===== config.mk =====
export PLATFORM = sky130hd
export DESIGN_NAME = phy_crc32_tx
export DESIGN_NICKNAME = d
export VERILOG_FILES = /design/src/rtl/phy_crc32_pkg.sv /design/src/rtl/phy_crc32_nib_step.sv /design/src/rtl/phy_crc32_tx.sv
export SDC_FILE = /design/constraint.sdc
export NUM_CORES = 1
export LEC_CHECK = 0
export ABC_AREA = 1
export BUFFER_PORTS_ARGS = -buffer_cell sky130_fd_sc_hd__buf_2
export CAP_MARGIN = 20
export CORE_AREA = 2 2 114 116
export DETAILED_ROUTE_END_ITERATION = 6
export DIE_AREA = 0 0 116 118
export GPL_TIMING_DRIVEN = 1
export PLACE_DENSITY_LB_ADDON = 0.15
export SYNTH_ARGS = -nofsm -noshare
export SYNTH_HDL_FRONTEND = slang
export SYNTH_SLANG_ARGS = --single-unit

===== constraint.sdc =====
create_clock -name clk -period 1.96 [get_ports clk]
set_input_delay 0.294 -clock clk [delete_from_list [all_inputs] [get_ports clk]]
set_output_delay 0.294 -clock clk [all_outputs]
set_load 0.02 [all_outputs]

===== src/rtl/phy_crc32_pkg.sv =====
// Shared constants, state encoding and helpers for the PHY CRC32 generator and checker.
package phy_crc32_pkg;

  localparam logic [31:0] PHY_CRC32_INIT    = 32'hFFFF_FFFF;
  localparam logic [31:0] PHY_CRC32_POLY    = 32'h04C1_1DB7;
  localparam logic [31:0] PHY_CRC32_RESIDUE = 32'hC704_DD7B;
  localparam int          PHY_CRC32_NIBS    = 8;

  typedef enum logic {
    S_DATA = 1'b0,
    S_CRC  = 1'b1
  } crc_state_e;

  function automatic logic [31:0] bit_rev32(input logic [31:0] v);
    logic [31:0] r;
    for (int i = 0; i < 32; i++) begin
      r[i] = v[31-i];
    end
    return r;
  endfunction

endpackage


===== src/rtl/phy_crc32_nib_step.sv =====
// Combinational CRC32 update for one nibble, bit0 shifted in first (MSB-first register form).
module phy_crc32_nib_step
  import phy_crc32_pkg::*;
#(
  parameter logic [31:0] CRC_POLY = PHY_CRC32_POLY
) (
  input  logic [31:0] crc_in,
  input  logic [3:0]  nib,
  output logic [31:0] crc_out
);

  logic [31:0] crc_v;
  logic        fb;

  always_comb begin
    crc_v = crc_in;
    fb    = 1'b0;
    for (int i = 0; i < 4; i++) begin
      fb    = nib[i] ^ crc_v[31];
      crc_v = {crc_v[30:0], 1'b0} ^ (fb ? CRC_POLY : 32'h0);
    end
    crc_out = crc_v;
  end

endmodule


===== src/rtl/phy_crc32_tx.sv =====
// TX-side CRC32 generator: forwards data nibbles with one cycle of latency,
// then appends the complemented, bit-reversed CRC as 8 nibbles, low nibble first.
module phy_crc32_tx
  import phy_crc32_pkg::*;
#(
  parameter logic [31:0] CRC_INIT = PHY_CRC32_INIT,
  parameter logic [31:0] CRC_POLY = PHY_CRC32_POLY
) (
  input  logic       clk,
  input  logic       rst_n,
  input  logic       tx_abort,
  input  logic [3:0] in_data,
  input  logic       in_valid,
  input  logic       in_last,
  output logic       in_ready,
  output logic [3:0] out_data,
  output logic       out_valid,
  output logic       out_last,
  input  logic       out_ready,
  output logic       busy
);

  localparam logic [2:0] LAST_CNT = 3'(PHY_CRC32_NIBS - 1);

  crc_state_e  state_q, state_d;
  logic [31:0] crc_q, crc_d;
  logic [31:0] crc_tx_q, crc_tx_d;
  logic [2:0]  cnt_q, cnt_d;
  logic [3:0]  out_data_q, out_data_d;
  logic        out_valid_q, out_valid_d;
  logic        out_last_q, out_last_d;

  logic [31:0] crc_step;
  logic        out_free;
  logic        in_fire;

  phy_crc32_nib_step #(
    .CRC_POLY(CRC_POLY)
  ) u_step (
    .crc_in (crc_q),
    .nib    (in_data),
    .crc_out(crc_step)
  );

  assign out_free  = !out_valid_q || out_ready;
  assign in_ready  = (state_q == S_DATA) && !tx_abort && out_free;
  assign in_fire   = in_valid && in_ready;

  assign out_data  = out_data_q;
  assign out_valid = out_valid_q;
  assign out_last  = out_last_q;
  assign busy      = (state_q != S_DATA) || out_valid_q;

  always_comb begin
    state_d     = state_q;
    crc_d       = crc_q;
    crc_tx_d    = crc_tx_q;
    cnt_d       = cnt_q;
    out_data_d  = out_data_q;
    out_valid_d = out_valid_q;
    out_last_d  = out_last_q;

    if (tx_abort) begin
      state_d     = S_DATA;
      crc_d       = CRC_INIT;
      cnt_d       = 3'd0;
      out_valid_d = 1'b0;
      out_last_d  = 1'b0;
    end else begin
      // An accepted output empties the register unless something reloads it below.
      if (out_valid_q && out_ready) begin
        out_valid_d = 1'b0;
        out_last_d  = 1'b0;
      end
      case (state_q)
        S_DATA: begin
          if (in_fire) begin
            out_data_d  = in_data;
            out_valid_d = 1'b1;
            out_last_d  = 1'b0;
            crc_d       = crc_step;
            if (in_last) begin
              state_d  = S_CRC;
              crc_tx_d = ~bit_rev32(crc_step);
              cnt_d    = 3'd0;
            end
          end
        end
        S_CRC: begin
          if (out_free) begin
            out_data_d  = crc_tx_q[{cnt_q, 2'b00} +: 4];
            out_valid_d = 1'b1;
            out_last_d  = (cnt_q == LAST_CNT);
            if (cnt_q == LAST_CNT) begin
              state_d = S_DATA;
              crc_d   = CRC_INIT;
              cnt_d   = 3'd0;
            end else begin
              cnt_d = cnt_q + 3'd1;
            end
          end
        end
        default: state_d = S_DATA;
      endcase
    end
  end

  always_ff @(posedge clk or negedge rst_n) begin
    if (!rst_n) begin
      state_q     <= S_DATA;
      crc_q       <= CRC_INIT;
      crc_tx_q    <= 32'h0;
      cnt_q       <= 3'd0;
      out_data_q  <= 4'h0;
      out_valid_q <= 1'b0;
      out_last_q  <= 1'b0;
    end else begin
      state_q     <= state_d;
      crc_q       <= crc_d;
      crc_tx_q    <= crc_tx_d;
      cnt_q       <= cnt_d;
      out_data_q  <= out_data_d;
      out_valid_q <= out_valid_d;
      out_last_q  <= out_last_d;
    end
  end

endmodule


==> metrics, run 1 <==
status=finished, final reports clean; CP Data Required Time=2.18 ns; antenna-violating nets left=0; Root Driver=clkbuf_16; Synth cell types=31; fin crit share=88.9%; fill count=1321; Post-CTS Setup Repair Bufs=0; share of cells above drive strength 1=18.8%; clock-pin slew on the worst setup and hold paths=0.06 ns; Hold Path Origin=in_last; Post-Syn Nets=576; Yosys top cell area share=24.6%; row count=41; YS warnings=0; Antenna Cells=0; post-synthesis sequential area ratio=44.3%; hold slack=0.296 ns; Slew HR=56.3%; WP data arrival=1.96 ns; Port Buf Inserts=17; DRC=0; WHS Path Cells=3; final WL=11400 um; Worst Setup End Kind=register; worst-path maximum fanout=15; Leakage=2.54 nW; Final Hold Viols=0; Final setup viols=0; total CTS buffers=9; first-pass GRT wire length=19300 um; chip width=116 um; CP startpoint kind=register; global placement routability congestion=0.784; PD cells=1060 nW/um2; commonest non-fill, non-tap cell in the layout=nand2_1; worst hold path type=in2reg; main area contributors after synthesis=dfrtp_1, dfstp_2, nand2_1; vias in the first global route=3737; Initial Util=34.4%; mean post-synth cell area=7.57 um2; FF+latch count, synth=74; VDD IR max=0.512 mV; DP Wirelength=7930 um; Yosys top cell by area=dfrtp_1; fmax=574 MHz; # nets final=598; clock net sink count=74; largest net degree at the start of global routing=51; area occupied by multi-input gates=1880 um2; H-tree level count=3; Total GRT Usage=18.4%; commonest non-fill, non-tap cells in the layout=nand2_1, inv_1, nand3_1; Placed Area=4560 um2; Final Total Pwr=5.22 mW; Critical path origin=crc_q[31]; Setup TNS=0 ns; initial antenna violation count=0; Area Growth Syn to Fin=14.9%; vias per cell=4.73; max_cap viols=0; critical path class=reg2reg; final instance area=4900 um2; Ports=18; Mapped Area=4270 um2; CTS tree=yes; GR Overflow Total=0; unrepaired setup endpoints after global routing=no; clk buf depth=2; Initial DRC Count=219; CORE AREA=12400 um2; Reg2Reg Depth=9; Tmin final=1.74 ns; worst reg2reg startpoint=crc_q[31]; Die Footprint=13700 um2; Clock Latency Late Sink=0.34 ns; FF+latch area=1890 um2; Die Y=118 um; Gate Count Post-Synth=564; number of hold buffers added after CTS=1; vias=3611; measured slew at the worst slew-check pin=0.655 ns; drt pass-1 iters=4; fin util=39.5%; drt wl/cell=15.0 um; Layout Skew=0.00697 ns; fin. max-slew vios=0; cts repair resizes=0
## layer usage
layer / part of all wire, % / track usage, % / wire, um / up-vias
li1: - / - / - / 1808
met3: 3.5 / 3.45 / 404 / 22
met1: 48 / 25.5 / 5500 / 1715
met5: 0 / 0 / 0 / -
met2: 46 / 28.3 / 5260 / 66
met4: 2.3 / 7.07 / 265 / 0
## state kept, by name, summed over array words and instances (netlist names)
| signal | cells |
|---|---|
| crc_q | 32 |
| crc_tx_q | 32 |
| out_data | 4 |
| cnt_q | 3 |
| out_last | 1 |
| out_valid | 1 |
| state_q | 1 |
## worst paths after layout
kind | end | slack [ns]
max | crc_tx_q[23] | 0.22
min | state_q | 0.30
max reg2reg | crc_tx_q[23] | 0.22
min reg2reg | out_last | 0.47
max in group asynchronous | crc_q[22] | 0.92
min in group asynchronous | crc_tx_q[5] | 0.42
## final cells by class
| class | instances | area share, % |
|---|---|---|
| clock buffers | 12 | 5.43 |
| clock inverters | 4 | 1.48 |
| inverters | 93 | 7.12 |
| multi-input cells | 377 | 38.3 |
| flip-flops and latches | 74 | 38.6 |
| well taps | 172 | 4.39 |
| repair buffers | 31 | 4.74 |
## kinds of logic after synthesis
kind of cell,count (synthesis),synth area share [%]
AO/OA/AOI/OAI,79,11.8
XOR/XNOR,9,1.85
adder cells (fa/ha/maj),2,0.586
buffers and inverters,113,11.7
flip-flops,74,44.3
AND/OR/NAND/NOR,287,29.7
## stage by stage
stage / cells / setup WS, ns
after floorplan: 564 / 0.568
after global placement: 746 / 0.193
after detailed placement: 746 / 0.192
after CTS: 763 / 0.189
after global routing: 763 / 0.0139
final: 763 / 0.217
## power by group
part	leakage (nW)	switching [mW]	internal [mW]
clock	0.165	0.641	1.22
sequential	0.857	0.129	1.91
combinational	1.51	0.883	0.440
## synth_stat cells
cell / n
nor2_8: 1
nand2_4: 2
dfstp_2: 32
o21ai_2: 6
xor2_1: 9
a22oi_1: 5
inv_1: 93
buf_8: 1
nor2_4: 2
a21oi_2: 1
o21ai_0: 4
clkbuf_2: 1
nand3_2: 6
o21ai_4: 1
buf_1: 1
nor2_1: 2
dfrtp_1: 42
nand3_1: 64
buf_6: 5
a22oi_2: 7
nor2_2: 1
nand2_2: 5
buf_4: 5
o211ai_1: 2
nand3_4: 1
a21oi_1: 26
buf_2: 6
clkbuf_1: 1
ha_1: 2
nand2_1: 203
o21ai_1: 27
## worst max-delay path, cell delays in order, from the launching register on
cell and delay (ns):
dfstp_2 0.53, inv_1 0.06, nand2_1 0.12, nand2_1 0.36, nand2_1 0.18, nand2_1 0.07, nand2_1 0.06, nand2_1 0.11
nand2_1 0.08, o21ai_1 0.05
Power figures use the tool's default switching activity.
==> run 2, diff against run 1 <==
--- a/config.mk
+++ b/config.mk
@@ -8,9 +8,9 @@
 export ABC_AREA = 1
 export BUFFER_PORTS_ARGS = -buffer_cell sky130_fd_sc_hd__buf_2
 export CAP_MARGIN = 20
-export CORE_AREA = 2 2 114 116
+export CORE_AREA = 2 2 109 121
 export DETAILED_ROUTE_END_ITERATION = 6
-export DIE_AREA = 0 0 116 118
+export DIE_AREA = 0 0 111 123
 export GPL_TIMING_DRIVEN = 1
 export PLACE_DENSITY_LB_ADDON = 0.15
 export SYNTH_ARGS = -nofsm -noshare
==> constraint.sdc (replaced) <==
create_clock -name clk -period 1.96 [get_ports clk]
set_input_delay 0.392 -clock clk [delete_from_list [all_inputs] [get_ports clk]]
set_output_delay 0.392 -clock clk [all_outputs]
set_load 0.02 [all_outputs]
==> run 2 against run 1 <==
Clock-buffer cell count rose by 4. Sequential power barely moved. Sequential cell count did not move. Wire length rose by 0.93%. Clock skew fell by 0.0030 ns. Cell area fell by 1.9%. Die area fell by 0.26%. Total power fell by 6.6%. Non-clock buffer count did not move. Sequential share of layout area rose by 0.75 points. Utilization fell by 0.80 points. Worst setup slack got worse by 0.13 ns. Critical path type is now reg2out. Largest cell class unchanged. Largest power group unchanged.
==> metrics, run 2 (synthesis gave the netlist of run 1 again) <==
# nets final=598; FF+latch area=1890 um2; clock-pin slew on the worst setup and hold paths=0.05 ns; Total GRT Usage=18.1%; global placement routability congestion=0.814; vias per cell=4.82; Initial Util=34.4%; Slew HR=59.1%; CP Data Required Time=1.57 ns; Final setup viols=0; max_cap viols=0; initial antenna violation count=0; clk buf depth=2; DP Wirelength=7720 um; Antenna Cells=0; measured slew at the worst slew-check pin=0.613 ns; vias in the first global route=3517; cell count after placement=732; Area Growth Syn to Fin=12.7%; CP Cell Sequence=inv_1 > buf_4 > nand2_1 > buf_2; Final Hold Viols=0; commonest non-fill, non-tap cells in the layout=nand2_1, inv_1, nand3_1; drt pass-1 iters=5; Placed Area=4540 um2; worst-path maximum fanout=7; fin crit share=95.7%; final instance area=4810 um2; antenna-violating nets left=0; CTS tree=yes; PD cells=1010 nW/um2; chip width=111 um; hold slack=0.00755 ns; row count=43; CP max-delay cell=dfrtp_1; setup ws final=0.0847 ns; area occupied by multi-input gates=1880 um2; clock net sink count=74; Root Driver=clkbuf_16; final WL=11500 um; CP startpoint kind=register; DRC=0; share of cells above drive strength 1=18.3%; first-pass GRT wire length=18800 um; Worst path top cell family by delay=flip-flops; Port Buf Inserts=17; unrepaired setup endpoints after global routing=no; drt wl/cell=15.4 um; H-tree level count=3; VDD IR max=0.394 mV; Ports=18; CORE AREA=12400 um2; pre-CTS WS=0.166 ns; Final Total Pwr=4.87 mW; fmax=533 MHz; status=finished, final reports clean; worst hold path type=in2async; Tmin final=1.88 ns; largest net degree at the start of global routing=43; GR Overflow Total=0; Setup TNS=0 ns; Layout Skew=0.00395 ns; Initial DRC Count=220; Leakage=2.50 nW; fin util=38.7%; WP data arrival=1.48 ns; Non-Filler Instances=748; Die Y=123 um; critical path's largest stage delay=0.59 ns; Die Footprint=13700 um2; vias=3607; critical path class=reg2out; fin. max-slew vios=0; Clock Latency Late Sink=0.34 ns; Crit path buffers/inverters=3; Worst Setup End Kind=output port; fill count=1294; total CTS buffers=9; commonest non-fill, non-tap cell in the layout=nand2_1
## run 2: area by class of cell
type / count / area share (%)
clock buffers: 16 / 5.44
inverters: 93 / 7.26
flip-flops and latches: 74 / 39.3
well taps: 157 / 4.08
repair buffers: 31 / 4.79
multi-input cells: 377 / 39.1
## run 2: worst paths after layout
path                            from           end  slack [ns]  depth (start not counted)
max                          state_q          busy        0.08                          4
max reg2reg                crc_q[31]      crc_q[4]        0.24                          9
max in group asynchronous      rst_n     crc_q[17]        1.30                          2
min in group clk             in_last       state_q        0.36                          3
min reg2reg                 out_last      out_last        0.47                          2
min                            rst_n  crc_tx_q[16]       0.008                          1
## run 2: repair_timing
| item | CTS | global route |
|---|---|---|
| endpoints found under the setup margin | 0 | 1 |
| hold buffers | 0 | 0 |
| gates resized for setup | 0 | 2 |
| setup buffers | 0 | 0 |
## run 2: power breakdown
group	internal, mW	switching (mW)	total [mW]
combinational	0.440	0.875	1.31
clock	0.895	0.624	1.52
sequential	1.91	0.130	2.04
## run 2: per-layer routing
metal / up-vias / GRT usage [%] / wire length (um)
li1: 1808 / - / -
met2: 68 / 29.4 / 5330
met4: 0 / 8.67 / 290
met3: 19 / 2.35 / 321
met5: - / 0 / 0
met1: 1712 / 24.3 / 5590
